$ cat src/rtl/score_scheduler.sv
// score_scheduler: per-song sequencer around the evaluate unit; tallies hits and best streak.
// Optional WAIT-state timeout enabled with `define SCORE_SCHED_TIMEOUT_EN.
module score_scheduler #(
    parameter int SEG_NUM = 16,
    parameter int SCORE_W = 8,
    parameter int TIMEOUT = 1024
) (
    input  logic               i_clk,
    input  logic               i_rst_n,
    input  logic               i_start,
    input  logic               i_abort,
    input  logic               i_sample_valid,
    input  logic [15:0]        i_sample_base,
    input  logic [15:0]        i_sample_test,
    output logic               o_sample_ready,
    output logic               o_eval_start,
    output logic [15:0]        o_eval_base,
    output logic [15:0]        o_eval_test,
    input  logic               i_eval_finish,
    input  logic               i_eval_result,
    output logic               o_busy,
    output logic               o_done,
    output logic               o_aborted,
    output logic [SCORE_W-1:0] o_score,
    output logic [SCORE_W-1:0] o_combo,
    output logic [7:0]         o_seg_idx,
    output logic               o_timeout
);

    localparam logic [SCORE_W-1:0] SAT_MAX  = {SCORE_W{1'b1}};
    localparam logic [7:0]         SEG_LAST = 8'(SEG_NUM - 1);

    typedef enum logic [2:0] {
        S_IDLE  = 3'd0,
        S_FETCH = 3'd1,
        S_KICK  = 3'd2,
        S_WAIT  = 3'd3,
        S_DONE  = 3'd4
    } state_e;

    state_e             state_q, state_d;
    logic [SCORE_W-1:0] score_q, score_d;
    logic [SCORE_W-1:0] combo_q, combo_d;
    logic [SCORE_W-1:0] streak_q, streak_d;
    logic [SCORE_W-1:0] streak_inc_s;
    logic [7:0]         seg_q, seg_d;
    logic [15:0]        base_q, base_d;
    logic [15:0]        test_q, test_d;
    logic               timeout_q, timeout_d;
    logic               ready_q, kick_q, busy_q, done_q, aborted_q;
    logic               expire_s;
    logic               abort_s;
    logic               hit_s;

    function automatic logic [SCORE_W-1:0] sat_inc(input logic [SCORE_W-1:0] v);
        return (v == SAT_MAX) ? v : v + SCORE_W'(1);
    endfunction

`ifdef SCORE_SCHED_TIMEOUT_EN
    localparam int TMO_W = (TIMEOUT > 1) ? $clog2(TIMEOUT) : 1;
    logic [TMO_W-1:0] tmo_cnt_q;

    // WAIT-cycle counter; restarts every time WAIT is entered
    always_ff @(posedge i_clk or negedge i_rst_n) begin
        if (!i_rst_n) begin
            tmo_cnt_q <= {TMO_W{1'b0}};
        end else if (state_q != S_WAIT) begin
            tmo_cnt_q <= {TMO_W{1'b0}};
        end else begin
            tmo_cnt_q <= tmo_cnt_q + TMO_W'(1);
        end
    end

    assign expire_s = (state_q == S_WAIT) && (tmo_cnt_q == TMO_W'(TIMEOUT - 1));
`else
    logic unused_timeout_s;
    assign unused_timeout_s = (TIMEOUT == 32'sd0);
    assign expire_s         = 1'b0;
`endif

    // Next-state, tally and sample-latch logic
    always_comb begin
        state_d      = state_q;
        score_d      = score_q;
        combo_d      = combo_q;
        streak_d     = streak_q;
        seg_d        = seg_q;
        base_d       = base_q;
        test_d       = test_q;
        timeout_d    = timeout_q;
        abort_s      = 1'b0;
        streak_inc_s = sat_inc(streak_q);
        hit_s        = i_eval_finish & i_eval_result;

        case (state_q)
            S_IDLE: begin
                if (i_start && !i_abort) begin
                    score_d   = {SCORE_W{1'b0}};
                    combo_d   = {SCORE_W{1'b0}};
                    streak_d  = {SCORE_W{1'b0}};
                    seg_d     = 8'd0;
                    timeout_d = 1'b0;
                    state_d   = S_FETCH;
                end else begin
                    state_d = S_IDLE;
                end
            end
            S_FETCH: begin
                if (i_abort) begin
                    abort_s = 1'b1;
                    state_d = S_IDLE;
                end else if (i_sample_valid) begin
                    base_d  = i_sample_base;
                    test_d  = i_sample_test;
                    state_d = S_KICK;
                end else begin
                    state_d = S_FETCH;
                end
            end
            S_KICK: begin
                if (i_abort) begin
                    abort_s = 1'b1;
                    state_d = S_IDLE;
                end else begin
                    state_d = S_WAIT;
                end
            end
            S_WAIT: begin
                if (i_abort) begin
                    abort_s = 1'b1;
                    state_d = S_IDLE;
                end else if (i_eval_finish || expire_s) begin
                    // An expiry without a finish is scored as a miss
                    if (hit_s) begin
                        score_d  = sat_inc(score_q);
                        streak_d = streak_inc_s;
                        combo_d  = (streak_inc_s > combo_q) ? streak_inc_s : combo_q;
                    end else begin
                        streak_d  = {SCORE_W{1'b0}};
                        timeout_d = timeout_q | ~i_eval_finish;
                    end
                    if (seg_q == SEG_LAST) begin
                        state_d = S_DONE;
                    end else begin
                        seg_d   = seg_q + 8'd1;
                        state_d = S_FETCH;
                    end
                end else begin
                    state_d = S_WAIT;
                end
            end
            S_DONE: begin
                abort_s = i_abort;
                state_d = S_IDLE;
            end
            default: begin
                state_d = S_IDLE;
            end
        endcase
    end

    // State, tally and datapath registers
    always_ff @(posedge i_clk or negedge i_rst_n) begin
        if (!i_rst_n) begin
            state_q   <= S_IDLE;
            score_q   <= {SCORE_W{1'b0}};
            combo_q   <= {SCORE_W{1'b0}};
            streak_q  <= {SCORE_W{1'b0}};
            seg_q     <= 8'd0;
            base_q    <= 16'd0;
            test_q    <= 16'd0;
            timeout_q <= 1'b0;
        end else begin
            state_q   <= state_d;
            score_q   <= score_d;
            combo_q   <= combo_d;
            streak_q  <= streak_d;
            seg_q     <= seg_d;
            base_q    <= base_d;
            test_q    <= test_d;
            timeout_q <= timeout_d;
        end
    end

    // Status outputs registered from the next state so they align with it
    always_ff @(posedge i_clk or negedge i_rst_n) begin
        if (!i_rst_n) begin
            ready_q   <= 1'b0;
            kick_q    <= 1'b0;
            busy_q    <= 1'b0;
            done_q    <= 1'b0;
            aborted_q <= 1'b0;
        end else begin
            ready_q   <= (state_d == S_FETCH);
            kick_q    <= (state_d == S_KICK);
            busy_q    <= (state_d != S_IDLE);
            done_q    <= (state_d == S_DONE);
            aborted_q <= abort_s;
        end
    end

    assign o_sample_ready = ready_q;
    assign o_eval_start   = kick_q;
    assign o_eval_base    = base_q;
    assign o_eval_test    = test_q;
    assign o_busy         = busy_q;
    assign o_done         = done_q;
    assign o_aborted      = aborted_q;
    assign o_score        = score_q;
    assign o_combo        = combo_q;
    assign o_seg_idx      = seg_q;
    assign o_timeout      = timeout_q;

endmodule

$ cat config.mk
export PLATFORM = sky130hd
export DESIGN_NAME = score_scheduler
export DESIGN_NICKNAME = d
export VERILOG_FILES = /design/src/rtl/score_scheduler.sv
export SDC_FILE = /design/constraint.sdc
export NUM_CORES = 1
export LEC_CHECK = 0
export CELL_PAD_IN_SITES_DETAIL_PLACEMENT = 0
export CELL_PAD_IN_SITES_GLOBAL_PLACEMENT = 1
export CORE_MARGIN = 2
export CORE_UTILIZATION = 38
export CTS_BUF_LIST = sky130_fd_sc_hd__clkbuf_4
export DETAILED_ROUTE_END_ITERATION = 6
export PLACE_DENSITY_LB_ADDON = 0.1
export SLEW_MARGIN = 20
export SYNTH_ARGS = -nofsm -noshare
export SYNTH_HDL_FRONTEND = slang
export SYNTH_SLANG_ARGS = --single-unit
$ cat constraint.sdc
create_clock -name i_clk -period 2.84 [get_ports i_clk]
set_input_delay 0.284 -clock i_clk [delete_from_list [all_inputs] [get_ports i_clk]]
set_output_delay 0.284 -clock i_clk [all_outputs]
set_load 0.05 [all_outputs]
==> out/qor.csv, run 1 <==
stage;metric;value;unit
worst_setup_path;crit_type;flip-flop to flip-flop;
sta;setup_violations;0;
yosys;avgSynthCellArea;11.4;sq um
layout;layout.nets;473;
detailed_routing;viasPerCell;5.14;
placed_design;postPlaceCellArea;4650;sq um
clock_tree;cts-root-buf;clkbuf_4;
worst_setup_path;cp_slowest_cell;dfrtp_1;
sta;tightest_slew;620;ps
detailed_routing;drc;0;
yosys;synthTopCellsByCount;dfrtp_1, mux2_2, nand2_1, o21ai_0, inv_1;
sta;clock_skew;18.8;ps
sta;max_freq;0.384;GHz
yosys;synthCells;303;
die;die_x;99.3;um
sta;fin_tns_setup;0;ps
layout;finalNonFillerCells;536;
yosys;ys_types;45;
die;rows;34;
yosys;yosysSeqAreaShare;0.529;
grt;grt_pass1_wl;13400;um
status;status;complete, no violations;
worst_setup_path;r2r-start;streak_q[0];
worst_setup_path;crit_path_start_kind;flip-flop;
worst_setup_path;cp-end-kind;flip-flop;
power;cellLeakagePower;2.13;nW
yosys;yosysTopAreaCell;dfrtp_1;
yosys;synth_top_area_share;0.529;
clock_tree;tritoncts.num_buffers;9;
grt;track_usage;0.172;
sta;fin_crit_sh;0.917;
sta;maxSlewViolCount;0;
die;core_area;8760;sq um
sta;rsz0062_at_grt;no;
power;ir_drop;0.368;mV
sta;holdWs;397;ps
worst_hold_path;hp-class;input port to async pin;
clock_tree;clkLatencyLatePin;420;ps
clock_tree;htree_levels;3;
die;ios;101;
worst_setup_path;crit_fanout;8;
yosys;async_flop_share;1.00;
yosys;ys_seq_elements;73;
power;p_per_area;665;nW/um^2
layout;postLayoutCellArea;4870;sq um
detailed_routing;wirelength;8100;um
die;die_area;9870;sq um
yosys;syn-num-nets;353;
grt;grt_max_degree;34;
yosys;synth_edf_count;0;
sta;finalHoldViolations;0;
placed_design;place.gp.congestion;0.783;
detailed_routing;routedWlPerCell;15.1;um
worst_setup_path;rr_worst_depth;11;
detailed_routing;dr.first_iter.drc_count;90;
worst_setup_path;crit_required;3180;ps
layout;antennaDiodeCount;0;
clock_tree;cts_tree;done;
clock_tree;cts_buffer_depth;2;
detailed_routing;num_vias;2756;
layout;final_util;0.555;
worst_setup_path;crit_path_cell_trace;ha_1, and2_1, nand4_1, mux2_2, ha_1, nand4_1, o2111ai_1, a21oi_1, o21ai_1, buf_4, o2bb2ai_1;
yosys;ys_warn_count;0;
worst_setup_path;startpoint;streak_q[0];
job;cap_violations;0;
worst_setup_path;r2r-end;o_combo[3];
worst_setup_path;cp_slowest_stage_delay;430;ps
sta;finalCriticalPeriod;2600;ps
placed_design;hpwl;6030;um
clock_tree;clkTransAtPathRegs;130;ps
clock_tree;clkSinkCount;73;
yosys;ys_dominant_reg_cell;dfrtp_1;
placed_design;dp.cells;517;
placed_design;port_buffers;100;
detailed_routing;ant_nets;0;
detailed_routing;dr.pass1.iters;4;
yosys;synthesis.area;3450;sq um
layout;areaGrowthSynthToFinish;40.9;%
die;die_h;99.3;um
yosys;synth_most_common_cell;dfrtp_1;
layout;layout-drive-gt1-share;0.187;
grt;antenna_found_initial;0;
grt;overflow;0;
yosys;synth_area_leaders;dfrtp_1, mux2_2, ha_1;
sta;maxSlewHeadroom;0.581;
die;initial_utilization;0.394;
worst_setup_path;crit_arrival;2940;ps
worst_setup_path;reg2reg_slack;240;ps
grt;grt_pass1_vias;2740;
[layer usage]
metal	track usage	routed length, um	vias to the layer above
met2	0.283	4030	62
met1	0.220	3590	1344
met5	0	0	-
li1	-	-	1336
met3	0.0387	317	14
met4	0.0695	166	0
[power by group]
part	switching, mW	internal (mW)
logic	0.757	0.448
clock network	0.382	0.372
registers	0.0801	1.20
[placed cells by master (no fill, tap or decap), types with 2 or more instances in the layout]
cell type	synthesis	final
mux2_2	33	33
ha_1	11	11
bufinv_16	0	2
clkbuf_4	0	10
buf_4	1	19
a31oi_1	2	2
o21ai_0	23	22
o2111ai_1	6	6
nor4_1	2	2
nand2b_1	3	3
and3_1	7	7
a21oi_1	7	7
and2_1	4	4
inv_1	18	18
xor2_1	9	9
and3b_1	3	3
clkdlybuf4s50_1	0	99
xnor2_1	2	2
o31ai_1	3	3
o2bb2ai_1	8	8
nor2_1	14	13
nand4_1	6	6
nand3b_1	2	2
nand3_1	4	4
o211ai_1	2	2
nand2_1	24	23
clkinv_4	0	2
nor4b_1	2	2
mux2i_1	3	3
a21o_1	2	2
nor3_1	5	5
dfrtp_1	73	73
[cell families after synthesis]
kind of cell,count (synthesis),share of synthesized area
AOI/OAI and AO/OA,59,0.116
xor gates and xnor gates,11,0.0279
adders and majority gates,11,0.0399
buffers and inverters,29,0.0370
DFF,73,0.529
muxes,36,0.116
and+or+nand+nor,84,0.134
[timing repair]
| item | 4_1_cts | 5_1_grt |
|---|---|---|
| resized for setup | 0 | 7 |
| hold buffers | 1 | 0 |
| endpoints found under the setup margin | 0 | 8 |
| hold endpoints to repair | 24 | 0 |
| buffers inserted | 0 | 2 |
[sequential cells by signal (all words and copies together), names as in the netlist]
name,cells
o_done,1
o_score,8
o_sample_ready,1
o_eval_start,1
o_seg_idx,8
o_busy,1
streak_q,8
o_eval_base,16
o_eval_test,16
state_q,3
o_timeout,1
o_combo,8
o_aborted,1
[critical path, delay by kind of cell (launching register included)]
family	cells	cell delay, ps
compound gates	4	570
mux	1	350
flops	1	430
buf+inv	1	180
simple gates	3	450
fa+ha+maj	2	560
[how the worst max path moves through the flow]
stage	to	slack (ps)
floorplan	o_combo[0]	240
global placement	o_combo[6]	230
detailed placement	o_combo[0]	60
CTS	o_combo[3]	40
global route	o_combo[3]	30
finish	o_combo[3]	240
[area by class of cell]
cell class,count,area (sq um)
tap,108,135
inverter,18,67.6
timing repair buffer,120,1150
clock inverter,6,91.3
multi-input combinational,201,1520
clock buffer,10,75.1
fill,836,3900
sequential,73,1830
[through the flow]
step	power, mW	worst slack, ps
2_1_floorplan	2.06	237
3_3_place_gp	2.51	230
3_5_place_dp	2.52	58.7
4_1_cts	3.28	37.3
5_1_grt	3.39	32.0
6_report	3.24	236
Power figures use the tool's default switching activity.
==> run 2: changes to the inputs <==
CORE_MARGIN = unset   (was 2)
==> run 2 against run 1 <==
Against the previous run:
- sequential share of layout area is 0.32 points higher
- count of clock-buffer cells in the layout stayed put
- the run now ends with negative hold slack left
- maximum frequency is 2.0% lower
- critical path type unchanged
==> out/qor.csv, run 2 (synthesis results as in run 1) <==
stage;metric;value;unit
sta;rsz0062_at_grt;no;
die;initial_utilization;0.394;
power;p_int;2.01;mW
worst_setup_path;r2r-start;streak_q[0];
grt;gr-usage-met1;0.233;
worst_setup_path;crit_arrival;2950;ps
worst_setup_path;rr_worst_depth;11;
grt;antenna_found_initial;0;
sta;maxSlewViolCount;0;
placed_design;hpwl;5760;um
grt;grt_busiest_layer;met2;
worst_setup_path;reg2reg_slack;180;ps
placed_design;port_buffers;100;
sta;finalCriticalPeriod;2660;ps
detailed_routing;ant_nets;0;
detailed_routing;num_vias;2704;
placed_design;place.gp.congestion;0.818;
sta;finalHoldViolations;3;
detailed_routing;dr.first_iter.drc_count;78;
detailed_routing;drc;0;
grt;grt_pass1_wl;13100;um
clock_tree;clkLatencyLatePin;410;ps
clock_tree;clkTransAtPathRegs;120;ps
layout;layout_commonest_cell;clkdlybuf4s50_1;
grt;track_usage;0.176;
layout;layout_common_cells;clkdlybuf4s50_1, dfrtp_1, mux2_2;
power;clockPowerShare;0.226;
sta;tightest_slew;917;ps
grt;overflow;0;
worst_setup_path;cp-end-kind;flip-flop;
clock_tree;clkSinkCount;73;
worst_setup_path;crit_path_start_kind;flip-flop;
clock_tree;cts_buffer_depth;2;
layout;finalNonFillerCells;531;
placed_design;postPlaceCellArea;4600;sq um
layout;multi_input_area;1530;sq um
worst_setup_path;startpoint;streak_q[0];
detailed_routing;dr.pass1.iters;4;
clock_tree;cts-root-buf;clkbuf_4;
die;ios;101;
layout;final-seq-area;1830;sq um
grt;grtUsageMet3;0.0540;
layout;postLayoutCellArea;4820;sq um
layout;final.fill_count;784;
sta;clock_skew;11.5;ps
clock_tree;tritoncts.num_buffers;9;
sta;max_freq;0.376;GHz
clock_tree;holdBufCountCts;0;
die;die_x;97.3;um
clock_tree;cts_tree;done;
worst_setup_path;r2r-end;o_combo[2];
power;pwr-share-seq;0.398;
sta;setup_violations;0;
grt;grt_pass1_vias;2608;
detailed_routing;routedWlPerCell;15.2;um
status;violations;negative hold slack;
job;cap_violations;0;
placed_design;dp.cells;510;
worst_setup_path;crit_required;3130;ps
die;rows;34;
worst_setup_path;crit_fanout;8;
power;p_per_area;666;nW/um^2
detailed_routing;viasPerCell;5.09;
detailed_routing;wirelength;8050;um
sta;holdWs;-10.6;ps
worst_setup_path;crit_end;o_combo[2];
grt;grt_max_degree;74;
power;cellLeakagePower;2.10;nW
layout;final_util;0.551;
die;die_area;9470;sq um
status;status;finished, violations left;
grt;grtUsageMet2;0.276;
sta;maxSlewHeadroom;0.388;
die;die_h;97.3;um
sta;fin_crit_sh;0.936;
power;switching_share;0.375;
layout;antennaDiodeCount;0;
layout;layout.nets;468;
layout;layout-drive-gt1-share;0.177;
power;p_sw;1.21;mW
power;ir_drop;0.399;mV
worst_setup_path;crit_type;flip-flop to flip-flop;
layout;areaGrowthSynthToFinish;39.7;%
sta;fin_tns_setup;0;ps
clock_tree;htree_levels;3;
worst_hold_path;hp-class;input port to async pin;
power;pwr-share-comb;0.375;
die;core_area;8760;sq um
-- run 2: cell count changes in the layout (fill, tap and decap cells not counted), sizes merged --
| cell | before | now |
|---|---|---|
| dlygate4sd3 | 1 | 0 |
| clkinv | 3 | 4 |
| buf | 20 | 16 |
| inv | 19 | 18 |
-- run 2: final cells by class --
cell class	instances	area share
tap	108	0.0280
timing repair buffer	115	0.230
multi-input combinational	201	0.316
sequential	73	0.379
clock buffer	10	0.0156
clock inverter	6	0.0171
inverter	18	0.0140
-- run 2: worst min-delay path by stage --
stage / end / cells after the start
CTS: o_eval_test[1] / 1
detailed placement: o_eval_test[1] / 1
global route: o_eval_test[1] / 1
floorplan: o_aborted / 0
finish: o_eval_test[1] / 1
global placement: o_eval_test[1] / 1
-- run 2: through the flow --
step | power (mW) | worst slack, ps
after floorplan | 2.06 | 237
after global placement | 2.50 | 159
after CTS | 3.25 | 65.6
final | 3.21 | 182
after detailed placement | 2.52 | 86.2
after global routing | 3.35 | 2.42
-- run 2: worst max-delay path, cell delays in order (launching register included) --
cell and delay (ps):
dfrtp_1 420, ha_2 220, nand2_1 130, nor2_4 170, mux2i_2 270, inv_1 80, ha_1 290, and4b_1 200
a211oi_1 220, o221ai_1 160, nand3b_1 270, o2bb2ai_1 120
-- run 2: timing repair --
item	CTS	global route
setup buffers	0	5
resized for setup	0	8
hold endpoints to repair	0	0
setup endpoints to repair	0	8
-- run 2: routing by layer --
| metal | routed length (um) | part of all wire |
|---|---|---|
| met2 | 3820 | 0.47 |
| met4 | 140 | 0.017 |
| met1 | 3740 | 0.46 |
| met5 | 0 | 0 |
| met3 | 356 | 0.044 |
-- run 2: power by group through the flow --
stage | Clock (mW) | Sequential (mW) | Combinational [mW]
final | 0.726 | 1.28 | 1.21
after global routing | 0.798 | 1.31 | 1.25
after CTS | 0.756 | 1.28 | 1.22
after detailed placement | 0 | 1.30 | 1.22
after global placement | 0 | 1.29 | 1.21
after floorplan | 0 | 1.86 | 0.204
